==> config.mk <==
export PLATFORM = sky130hd
export DESIGN_NAME = rr_arb_mux
export DESIGN_NICKNAME = d
export VERILOG_FILES = /design/src/rtl/rr_arb_mux.sv
export SDC_FILE = /design/constraint.sdc
export NUM_CORES = 1
export LEC_CHECK = 0
export CAP_MARGIN = 20
export CORE_MARGIN = 1.5
export CORE_UTILIZATION = 36
export DETAILED_ROUTE_END_ITERATION = 10
export PLACE_DENSITY = 0.8
export SETUP_SLACK_MARGIN = 0.02
export SKIP_CTS_REPAIR_TIMING = 1
export SLEW_MARGIN = 10
export SYNTH_ARGS = -nofsm -noshare
export SYNTH_HDL_FRONTEND = slang
export SYNTH_SLANG_ARGS = --single-unit
==> constraint.sdc <==
create_clock -name clk -period 2.95 [get_ports clk]
set_clock_uncertainty 0.2 [all_clocks]
set_input_delay 0.59 -clock clk [delete_from_list [all_inputs] [get_ports clk]]
set_output_delay 0.59 -clock clk [all_outputs]
set_load 0.02 [all_outputs]
==> src/rtl/rr_arb_mux.sv <==
// rr_arb_mux: N-to-1 round-robin arbitrating mux with one registered output stage.
// Merges NUM_CH valid/ready request channels onto a single downstream port.
// The search for a grant starts at rr_ptr and wraps NUM_CH-1 -> 0. rr_ptr then
// moves to the slot just past the granted channel, so with every channel
// continuously valid the grants rotate through all channels.
// Optional feature: define RR_ARB_MUX_FORCE_SEL_EN to add force_en/force_sel.
// These turn the block into a registered static mux that selects force_sel.

// Per-channel lane: turns the shared grant vector into this channel's accept,
// and gates its payload so the top can OR all lanes together.
module rr_arb_mux_lane #(
  parameter int DATA_WIDTH = 8
) (
  input  logic                  i_gnt,
  input  logic                  i_load,
  input  logic                  i_valid,
  input  logic [DATA_WIDTH-1:0] i_data,
  output logic                  o_ready,
  output logic [DATA_WIDTH-1:0] o_data
);

  logic w_sel;

  // The grant already implies i_valid. The extra AND keeps in_ready from
  // rising on an idle lane.
  always_comb begin
    w_sel   = i_gnt & i_valid;
    o_ready = w_sel & i_load;
    o_data  = w_sel ? i_data : '0;
  end

endmodule

module rr_arb_mux #(
  parameter int DATA_WIDTH = 8,
  parameter int NUM_CH     = 4,
  parameter int SEL_W      = $clog2(NUM_CH)
) (
  input  logic                         clk,
  input  logic                         rst,
  input  logic [NUM_CH-1:0]            in_valid,
  input  logic [NUM_CH*DATA_WIDTH-1:0] in_data,
  output logic [NUM_CH-1:0]            in_ready,
`ifdef RR_ARB_MUX_FORCE_SEL_EN
  input  logic                         force_en,
  input  logic [SEL_W-1:0]             force_sel,
`endif
  output logic                         out_valid,
  output logic [DATA_WIDTH-1:0]        out_data,
  output logic [SEL_W-1:0]             out_sel,
  input  logic                         out_ready
);

  logic                              r_out_valid;
  logic [DATA_WIDTH-1:0]             r_out_data;
  logic [SEL_W-1:0]                  r_out_sel;
  logic [SEL_W-1:0]                  r_rr_ptr;

  logic                              w_load;
  logic                              w_any;
  logic                              w_hold_ptr;
  logic [SEL_W-1:0]                  w_gnt_idx;
  logic [NUM_CH-1:0]                 w_gnt;
  logic [NUM_CH-1:0]                 w_lane_rdy;
  logic [NUM_CH-1:0][DATA_WIDTH-1:0] w_lane_data;
  logic [DATA_WIDTH-1:0]             w_mux_data;

  // The register can take a new beat when it is empty or is draining this cycle.
  assign w_load = ~r_out_valid | out_ready;

  // Rotating-priority search for the first valid channel at or after rr_ptr.
  // The index wraps by subtraction rather than by a bit mask, so NUM_CH does
  // not have to be a power of two.
  always_comb begin
    int   idx;
    logic found;
    w_gnt      = '0;
    w_gnt_idx  = '0;
    w_any      = 1'b0;
    w_hold_ptr = 1'b0;
    found      = 1'b0;
    for (int k = 0; k < NUM_CH; k++) begin
      idx = int'(r_rr_ptr) + k;
      if (idx >= NUM_CH) idx = idx - NUM_CH;
      if (!found && in_valid[idx]) begin
        found     = 1'b1;
        w_gnt_idx = SEL_W'(idx);
      end
    end
`ifdef RR_ARB_MUX_FORCE_SEL_EN
    if (force_en) begin
      // Static mux mode: only force_sel can win. An index that is out of
      // range grants nothing. The pointer stays frozen so that round-robin
      // resumes where it left off.
      w_hold_ptr = 1'b1;
      found      = 1'b0;
      w_gnt_idx  = force_sel;
      if (int'(force_sel) < NUM_CH) found = in_valid[force_sel];
    end
`endif
    w_any = found;
    if (found) w_gnt[w_gnt_idx] = 1'b1;
  end

  // Per-channel ready and payload gating.
  genvar gi;
  generate
    for (gi = 0; gi < NUM_CH; gi++) begin : g_lane
      rr_arb_mux_lane #(
        .DATA_WIDTH (DATA_WIDTH)
      ) u_lane (
        .i_gnt   (w_gnt[gi]),
        .i_load  (w_load),
        .i_valid (in_valid[gi]),
        .i_data  (in_data[gi*DATA_WIDTH +: DATA_WIDTH]),
        .o_ready (w_lane_rdy[gi]),
        .o_data  (w_lane_data[gi])
      );
    end
  endgenerate

  // AND-OR mux: only the granted lane contributes non-zero data.
  always_comb begin
    w_mux_data = '0;
    for (int i = 0; i < NUM_CH; i++) w_mux_data = w_mux_data | w_lane_data[i];
  end

  // No channel is accepted while reset is held.
  assign in_ready = rst ? '0 : w_lane_rdy;

  // Output stage and round-robin pointer. The pointer moves only on a
  // transfer. An idle load empties the register but keeps the last data and
  // sel visible.
  always_ff @(posedge clk) begin
    if (rst) begin
      r_out_valid <= 1'b0;
      r_out_data  <= '0;
      r_out_sel   <= '0;
      r_rr_ptr    <= '0;
    end else if (w_load) begin
      if (w_any) begin
        r_out_valid <= 1'b1;
        r_out_data  <= w_mux_data;
        r_out_sel   <= w_gnt_idx;
        if (!w_hold_ptr) begin
          if (int'(w_gnt_idx) == NUM_CH - 1) r_rr_ptr <= '0;
          else                               r_rr_ptr <= w_gnt_idx + SEL_W'(1);
        end
      end else begin
        r_out_valid <= 1'b0;
      end
    end
  end

  assign out_valid = r_out_valid;
  assign out_data  = r_out_data;
  assign out_sel   = r_out_sel;

endmodule
==> results.ini <==
[routing]
drc=0
drtAntennaViolNets=0
avgViaCountPerCell=5.349
wirelength_um=2875
dr.pass1.iters=4
detail_route.wl_per_cell_um=15.46
drt_iter0_markers=10
via_count=995

[critical_path]
critPathCaptureType=primary output
worstSetupPathType=primary input to primary output
worst_setup_path_start_kind=primary input
arrival_ps=1990
crit_required_ps=2160
cp_max_fo=3

[synth]
synth.top_cells.by_count=a32oi_1 (16), nor2_1 (14), dfxtp_1 (13)
synth_ff_type=dfxtp_1
ys.warnings.count=0
synth_top_area_cell=dfxtp_1
ys_seq_elements=13
synthTopCellsByArea=dfxtp_1 (30%), a32oi_1 (16%), a311oi_2 (14%), nor2_1 (6.0%), ha_1 (5.7%)
synth_edf_count=0
synthDominantCellAreaShare_pct=29.71
avgSynthCellArea_um2=9.317
synthCells=94
synth_async_sr_flop_share_pct=0
synth.distinct_cells=26
yosysSeqAreaShare_pct=29.71
synth.most_common_cell=a32oi_1
syn-cell-area_um2=875.8
syn-num-nets=137

[sta]
final.min_clock_period_ps=2776
setup-violations-final=0
finalCritPeriodShare_pct=94.09
slew_headroom_pct=75.34
hold_violations=0
setup_slack_ps=174.3
slew_viol_final=0
tightest_slew_ps=369.9
rsz0062_at_grt=false
max_freq_mhz=360.3

[place]
port-buffer-count=53
postPlaceCellArea_um2=1495
place_worst_setup_slack_ps=-562.2
hpwlAfterDp_um=2251
gp_congestion=0.7757

[clock_tree]
clockRootBuffer=clkbuf_4
clk_pin_slew_worst_paths_ps=90
ctsHtreeMaxLevel=1
cts_tree=yes
numCtsBuffers=3
clock_sinks=13
cts_buffer_depth=2
insertion_delay_ps=270

[min_path]
hold_class=flop to flop

[floorplan]
die_w_um=52.33
initial_core_util_pct=38.85
die_area_um2=2738
core_area_um2=2255
die_y_um=52.33
io_pins=54
rows=17

[pwr]
ir_worst_vdd_mv=0.3197
p_per_area_nw_per_um2=402.4
p_leak_nw=0.6317

[global_route]
grt_use_total_pct=21.24
grt_pass1_vias=934
antenna_found_initial=0
grt_max_degree=23
grt_pass1_wl_um=4326
grt.overflow.total=0

[cells_and_area]
fin_area_um2=1553
drive_above_1_share_pct=23.42
nets=202
antenna_cells=0
area_growth_pct=77.29

[run_status]
status=finished, final reports clean

[job]
cap_violations=0

## routing by layer
layer  wire, um  global-route usage (%)
met1       1254                   26.32
met2       1387                   37.08
met3        212                   3.714
met4         19                   6.410
met5          0                       0
## logic make-up (layout without fill, tap and decap cells)
family | after synthesis | after routing | synth area share (%)
adders and majority gates | 4 | 4 | 5.715
AOI/OAI and AO/OA | 32 | 32 | 37.86
and+or+nand+nor | 32 | 32 | 18.43
muxes | 1 | 1 | 1.143
DFF | 13 | 13 | 29.71
buffers and inverters | 12 | 76 | 7.143
## worst max-delay path: stages
cell	delay [ps]
dlymetal6s2s_1	140
nor2b_1	140
a21boi_1	150
o32ai_4	320
buf_4	160
inv_1	50
ha_1	190
nand2_1	70
nor2_1	30
buf_2	150
## sequential cells by signal (all words and copies together), names as in the netlist
register	count
out_valid	1
r_rr_ptr	2
out_data	8
out_sel	2
## final cells by class
type / count / area (um^2)
Clock buffer: 4 / 26.28
Inverter: 3 / 11.26
Timing Repair Buffer: 69 / 654.4
Fill cell: 194 / 701.9
Multi-Input combinational cell: 69 / 565.5
Sequential cell: 13 / 260.3
Tap cell: 28 / 35.03
## path summary, 6_finish.rpt
kind                from     endpoint  slack, ps  cells after the start
max          in_valid[2]  in_ready[3]        170                     10
min           out_sel[0]   out_sel[0]        300                      2
max reg2reg  r_rr_ptr[1]  out_data[5]        710                      8
min reg2reg   out_sel[0]   out_sel[0]        300                      2
## metrics by stage
step / instances / util (%) / hold slack (ps) / total power, mW / setup TNS (ps)
after floorplan: 94 / - / 322.0 / 0.3630 / 0
after global placement: 180 / 66.32 / 281.7 / 0.5017 / -2210
after detailed placement: 180 / 66.32 / 296.8 / 0.5059 / -2566
after CTS: 184 / 67.48 / 309.1 / 0.6204 / -2143
after global routing: 186 / 68.87 / 324.8 / 0.6600 / 0
final: 186 / 68.87 / 304.2 / 0.6248 / 0
## layout by cell type (no fill, tap or decap), types with 2 or more instances in the layout
cell type        netlist  routed
o22ai_1                2       2
dlymetal6s2s_1         0       5
ha_1                   4       4
inv_2                  2       2
clkbuf_4               0       3
nand2b_1               4       4
clkdlybuf4s50_1        0      45
and2_1                 2       2
buf_2                  2       2
buf_4                  0      16
nor2_1                14      14
dfxtp_1               13      13
a32oi_1               16      16
a311oi_2               8       8
nor2b_1                5       5
nand2_1                4       4
## report_power, final
group	internal, mW	switching (mW)
logic	0.161	0.137
clock network	0.0523	0.0608
registers	0.198	0.0158
total	0.411	0.214
Power figures use the tool's default switching activity.
